File: config.mk
export PLATFORM = sky130hd
export DESIGN_NAME = hazard_unit
export DESIGN_NICKNAME = d
export VERILOG_FILES = /design/src/rtl/hazard_unit.sv
export SDC_FILE = /design/constraint.sdc
export NUM_CORES = 1
export LEC_CHECK = 0
export CAP_MARGIN = 20
export CORE_ASPECT_RATIO = 1.1
export CORE_MARGIN = 2
export CORE_UTILIZATION = 37
export DETAILED_ROUTE_END_ITERATION = 8
export GPL_TIMING_DRIVEN = 1
export PLACE_DENSITY = 0.9
export RECOVER_POWER = 100
export SLEW_MARGIN = 20
export SYNTH_ARGS = -nofsm -noshare
export SYNTH_HDL_FRONTEND = slang
export SYNTH_SLANG_ARGS = --single-unit
File: constraint.sdc
create_clock -name vclk -period 4.5
set_clock_uncertainty 0.15 [all_clocks]
set_input_delay 0.9 -clock vclk [all_inputs]
set_output_delay 0.9 -clock vclk [all_outputs]
set_load 0.005 [all_outputs]
File: src/rtl/hazard_unit.sv
// Hazard detection and forwarding control for the 5-stage MIPS pipeline; all hazard outputs are combinational (zero latency).
// Saturating stall counters are built only when HAZARD_PERF_CNT_EN is defined; otherwise they read 0 and Clk/Rst_n are unused.
module hazard_unit #(
  parameter int CNT_W = 16
) (
  input  logic             Clk,
  input  logic             Rst_n,
  input  logic [4:0]       RsD,
  input  logic [4:0]       RtD,
  input  logic [4:0]       RsE,
  input  logic [4:0]       RtE,
  input  logic [4:0]       WriteRegE,
  input  logic [4:0]       WriteRegM,
  input  logic [4:0]       WriteRegW,
  input  logic             RegWriteE,
  input  logic             RegWriteM,
  input  logic             RegWriteW,
  input  logic             MemToRegE,
  input  logic             MemToRegM,
  input  logic             BranchD,
  input  logic             JumpD,
  output logic             StallF,
  output logic             StallD,
  output logic             FlushE,
  output logic             ForwardAD,
  output logic             ForwardBD,
  output logic [1:0]       ForwardAE,
  output logic [1:0]       ForwardBE,
  output logic [CNT_W-1:0] StallCnt,
  output logic [CNT_W-1:0] BrStallCnt
);

  logic lwStall;
  logic brStall;
  logic stall;

  // Every output defaults to 0 and is raised only by a true condition, so unknown inputs fall through to 0.
  always_comb begin
    ForwardAE = 2'b00;
    if (RsE != 5'd0 && RegWriteM && RsE == WriteRegM)      ForwardAE = 2'b10;
    else if (RsE != 5'd0 && RegWriteW && RsE == WriteRegW) ForwardAE = 2'b01;

    ForwardBE = 2'b00;
    if (RtE != 5'd0 && RegWriteM && RtE == WriteRegM)      ForwardBE = 2'b10;
    else if (RtE != 5'd0 && RegWriteW && RtE == WriteRegW) ForwardBE = 2'b01;

    ForwardAD = 1'b0;
    if (RsD != 5'd0 && RegWriteM && RsD == WriteRegM) ForwardAD = 1'b1;

    ForwardBD = 1'b0;
    if (RtD != 5'd0 && RegWriteM && RtD == WriteRegM) ForwardBD = 1'b1;

    lwStall = 1'b0;
    if (MemToRegE && RtE != 5'd0 && (RsD == RtE || RtD == RtE)) lwStall = 1'b1;

    // Jumps only read RsD; branches compare both operands in Decode.
    brStall = 1'b0;
    if ((BranchD || JumpD) &&
        ((RegWriteE && WriteRegE != 5'd0 &&
          (WriteRegE == RsD || (BranchD && WriteRegE == RtD))) ||
         (MemToRegM && WriteRegM != 5'd0 &&
          (WriteRegM == RsD || (BranchD && WriteRegM == RtD)))))
      brStall = 1'b1;

    stall = 1'b0;
    if (lwStall || brStall) stall = 1'b1;
  end

  assign StallF = stall;
  assign StallD = stall;
  assign FlushE = stall;

`ifdef HAZARD_PERF_CNT_EN
  localparam logic [CNT_W-1:0] CNT_MAX = {CNT_W{1'b1}};

  always_ff @(posedge Clk or negedge Rst_n) begin
    if (!Rst_n) begin
      StallCnt   <= '0;
      BrStallCnt <= '0;
    end else begin
      if (stall && StallCnt != CNT_MAX)     StallCnt   <= StallCnt + CNT_W'(1);
      if (brStall && BrStallCnt != CNT_MAX) BrStallCnt <= BrStallCnt + CNT_W'(1);
    end
  end
`else
  logic unusedClkRst;
  assign unusedClkRst = Clk ^ Rst_n;
  assign StallCnt     = '0;
  assign BrStallCnt   = '0;
`endif

endmodule

---- Yosys cells after proc, flatten, opt, wreduce, memory -nomap -nowiden ----
Index checks and enable logic that the tools add are counted.
W data, S select, Z words.
word-level totals
  register bits after elaboration ......... 0
  input bits .............................. 44
  output and inout port bits .............. 41
  word-level logic and storage cells ...... 54
operators by class
  eq/ne operators ......................... 12
  muxes and demuxes ....................... 9
  reductions and logical operators ........ 33
operators with widths
  cell                 count
  $eq A5 B5 Y1         12
  $reduce_bool A5 Y1   6
  $logic_and A1 B1 Y1  21
  $mux W1              7
  $logic_or A1 B1 Y1   6
  $mux W2              2

---- Longest topological paths before layout ----
  depth in word-level cells ............... 9
  mapped depth ............................ 7
  gate-level depth less buffers ........... 5

---- Worst setup path before layout ----
Ideal clock, no wire load.
  kind .................................... input-to-output
  start point ............................. in WriteRegM[2]
  end point ............................... out StallD
  arrival time ............................ 2107 ps
  data required time ...................... 3450 ps
  slack ................................... 1343 ps
  cell stages on the path ................. 7
  path buffers ............................ 2
  cells stage by stage .................... clkbuf_1 -> xor2_1 -> nor3_1 -> nand3_1 -> o21a_1 -> o221ai_1 -> buf_4
between the ends
  word-level cells in the longest chain between the ends .. 9
  elaborated cells on any way between the ends .. 12
  classes of those cells .................. eq/ne: 2; mux: 2; reduce/logical: 8
RTL lines
  item                   line  source
  start, declared        13    input logic [4:0] WriteRegM,
  $eq A5 B5 Y1           62    (WriteRegM == RsD || (BranchD && WriteRegM == RtD)))))
  $logic_and A1 B1 Y1    62
  $logic_or A1 B1 Y1     62
  $logic_and A1 B1 Y1 *  61    (MemToRegM && WriteRegM != 5'd0 &&
  $logic_or A1 B1 Y1 *   60    (WriteRegE == RsD || (BranchD && WriteRegE == RtD))) ||
  $logic_and A1 B1 Y1 *  58    if ((BranchD || JumpD) &&
  $mux W1 *              58
  $logic_or A1 B1 Y1 *   66    if (lwStall || brStall) stall = 1'b1;
  $mux W1 *              66
  end, declared          23    output logic StallD,
Every way passes the cells marked *; elsewhere a longest branch is shown, timed or not.

---- Final worst setup path ----
  start point ............................. in RtE[3]
  end point ............................... out StallD
between the ends
  word-level cells in the longest chain between the ends .. 6
  elaborated cells on any way between the ends .. 9
  classes of those cells .................. eq/ne: 2; mux: 2; reduce/logical: 5
RTL lines
  item                                                       line  source
  start, declared                                            11    input logic [4:0] RtE,
  $eq A5 B5 Y1 or $reduce_bool A5 Y1 (tied branches)         54    if (MemToRegE && RtE != 5'd0 && (RsD == RtE || RtD == RtE)) lwStall = 1'b1;
  $logic_or A1 B1 Y1 or $logic_and A1 B1 Y1 (tied branches)  54
  $logic_and A1 B1 Y1 *                                      54
  $mux W1 *                                                  54
  $logic_or A1 B1 Y1 *                                       66
  $mux W1 *                                                  66
Marked as above.

==> impl_metrics.py <==
metrics = {
    "grt": {
        "antenna_found_initial": 0,
        "grt_pass1_vias": 867,
        "grt.overflow.total": 0,
        "gr-usage-all-layers": 0.156,
        "grt_first_pass_wirelength_mm": 3.87,
        "grt_max_degree": 7,
    },
    "synthesis": {
        "synthTopCellsByCount": "buf_4, xnor2_1, xor2_1",
        "synth.most_common_cell": "buf_4",
        "synth_area_leaders": "buf_4, xnor2_1, xor2_1, buf_6, or4_1",
        "ys_seq_area_frac": 0,
        "syn_area_per_cell_um2": 7.64,
        "synth_cell_types": 22,
        "netlist_area_um2": 1030,
        "synth_top_area_frac": 0.255,
        "yosysWarnings": 0,
        "synthCells": 135,
        "yosysTopAreaCell": "buf_4",
    },
    "drt": {
        "drt_wl_total_mm": 2.41,
        "drc_errors": 0,
        "drtPass1Iterations": 4,
        "drt.antenna.violating_nets": 0,
        "via_count": 960,
        "first_iter_violations": 2,
        "routed_via_density": 4.64,
        "wire_per_inst_um": 11.7,
    },
    "setup_path": {
        "cp-start-kind": "primary input",
        "critPathSlowestCell": "dlygate4sd3_1",
        "critPathKind": "primary input to output port",
        "cp_num_cells": 5,
        "crit_arrival_ns": 3.17,
        "path_max_fanout": 5,
        "crit_path_max_incr_delay_ns": 0.66,
        "crit_chain": "dlygate4sd3_1 -> or4_4 -> o221ai_1 -> o221ai_1 -> dlygate4sd3_1",
        "critical_path_buf_inv_count": 2,
        "cp.required_ns": 3.45,
        "crit_family": "buffers and inverters",
        "critPathCaptureType": "output port",
    },
    "power": {
        "combPwrFrac": 1.000,
        "p_int_uw": 65.7,
        "switchingPower_uw": 52.5,
        "p_leak_nw": 0.520,
        "power.share.clock": 0,
        "powerDensity_nw_per_um2": 85.8,
        "p_seq_frac": 0,
        "swShare": 0.444,
        "peakVddDrop_mv": 0.0522,
    },
    "place": {
        "post-place-cells": 207,
        "port_buffers": 51,
        "hpwl_mm": 2.08,
        "gp_congestion": 0.834,
    },
    "min_path": {
        "hold_start": "RegWriteM",
        "hp-class": "primary input to output port",
        "whs_path_depth": 4,
        "holdPathEnd": "ForwardBD",
    },
    "floorplan": {
        "io_pins": 85,
        "start_util": 0.381,
        "die_w_um": 54.3,
        "die_h_um": 59.4,
        "fp-row-count": 20,
        "core_area_um2": 2700,
        "die_area_um2": 3230,
    },
    "final_layout": {
        "fin_util": 0.510,
        "seq_area_um2": 0,
        "antenna_cells": 0,
        "area_delta_synth_final_pct": 33.6,
        "fin_cells": 207,
        "seq_cells": 0,
        "finalNetCount": 220,
        "fill_cells": 265,
        "clock_buffers": 0,
        "drive_gt1_frac": 0.0287,
    },
    "timing": {
        "hold_viol": 0,
        "fin_crit_sh": 0.937,
        "fmax_mhz": 237,
        "rsz0062_at_grt": "no",
        "drv_slew": 0,
        "setup_tns_ns": 0,
        "min_period_ns": 4.22,
        "setup_viol": 0,
    },
    "status": {
        "status": "completed",
    },
    "flow_run": {
        "drv_cap": 0,
    },
    "clock_tree": {
        "cts_resized": 0,
        "ctsHoldBuffers": 0,
        "cts_setup_buffers": 0,
    },
}
[routing by layer]
metal	global-route usage	wire [µm]
met4	0.0179	12
met2	0.282	1150
met5	0	0
met3	0.0126	277
met1	0.203	974
[layout by cell type, fill, tap and decap left out]
| cell | count |
|---|---|
| o221ai_1 | 4 |
| clkdlybuf4s50_1 | 42 |
| nor2_1 | 3 |
| dlygate4sd3_1 | 9 |
| o21a_1 | 1 |
| or4_1 | 5 |
| a31oi_1 | 1 |
| or4_4 | 1 |
| nor3_1 | 5 |
| nand2_1 | 2 |
| conb_1 | 32 |
| xnor2_1 | 30 |
| inv_1 | 1 |
| o21ai_0 | 2 |
| nor2_4 | 1 |
| nand3_1 | 5 |
| nor4_1 | 3 |
| xor2_1 | 20 |
| buf_4 | 1 |
| nor4_2 | 2 |
| nand4_1 | 4 |
[cell type report]
type / count / area [µm²] / area share
Multi-Input combinational cell: 121 / 815 / 0.591
Timing Repair Buffer: 52 / 518 / 0.376
Tap cell: 33 / 41.3 / 0.0300
Inverter: 1 / 3.75 / 0.00272
[logic make-up (layout without fill, tap and decap cells)]
group                  after synthesis  in the layout  synth area share
XOR/XNOR                            50             50             0.425
buffers and inverters               45             53             0.323
AO/OA/AOI/OAI                        8              8            0.0570
other                                1             32           0.00364
AND/OR/NAND/NOR                     31             31             0.192
[metrics by stage]
stage | worst slack (ns) | total power [mW] | hold WS (ns) | area, µm²
floorplan | 1.34 | 0.0858 | 1.73 | 1150
global placement | 0.418 | 0.117 | 2.64 | 1380
finish | 0.284 | 0.118 | 2.75 | 1380
detailed placement | 0.389 | 0.120 | 2.65 | 1380
global route | 0.129 | 0.131 | 2.80 | 1380
CTS | 0.376 | 0.120 | 2.65 | 1380
[worst max-delay path by stage]
stage                  from      endpoint  slack (ns)
2_1_floorplan  WriteRegM[2]        StallD        1.34
3_3_place_gp         RtE[1]  ForwardBE[0]        0.42
3_5_place_dp   WriteRegM[0]        StallD        0.39
4_1_cts        WriteRegM[0]        StallD        0.38
5_1_grt        WriteRegM[1]        StallD        0.13
6_report             RtE[3]        StallD        0.28
[tightest hold or removal path, stage by stage]
cell             delay, ns
clkdlybuf4s50_1       0.50
o21ai_0               0.11
nor2_1                0.05
clkdlybuf4s50_1       0.43
[power groups by stage]
stage                     registers (mW)  clock network, mW  logic [mW]
after floorplan                        0                  0      0.0858
after global placement                 0                  0       0.117
after detailed placement               0                  0       0.120
after CTS                              0                  0       0.120
after global routing                   0                  0       0.131
final                                  0                  0       0.118
Note: power is estimated with default switching activity, not from simulation.
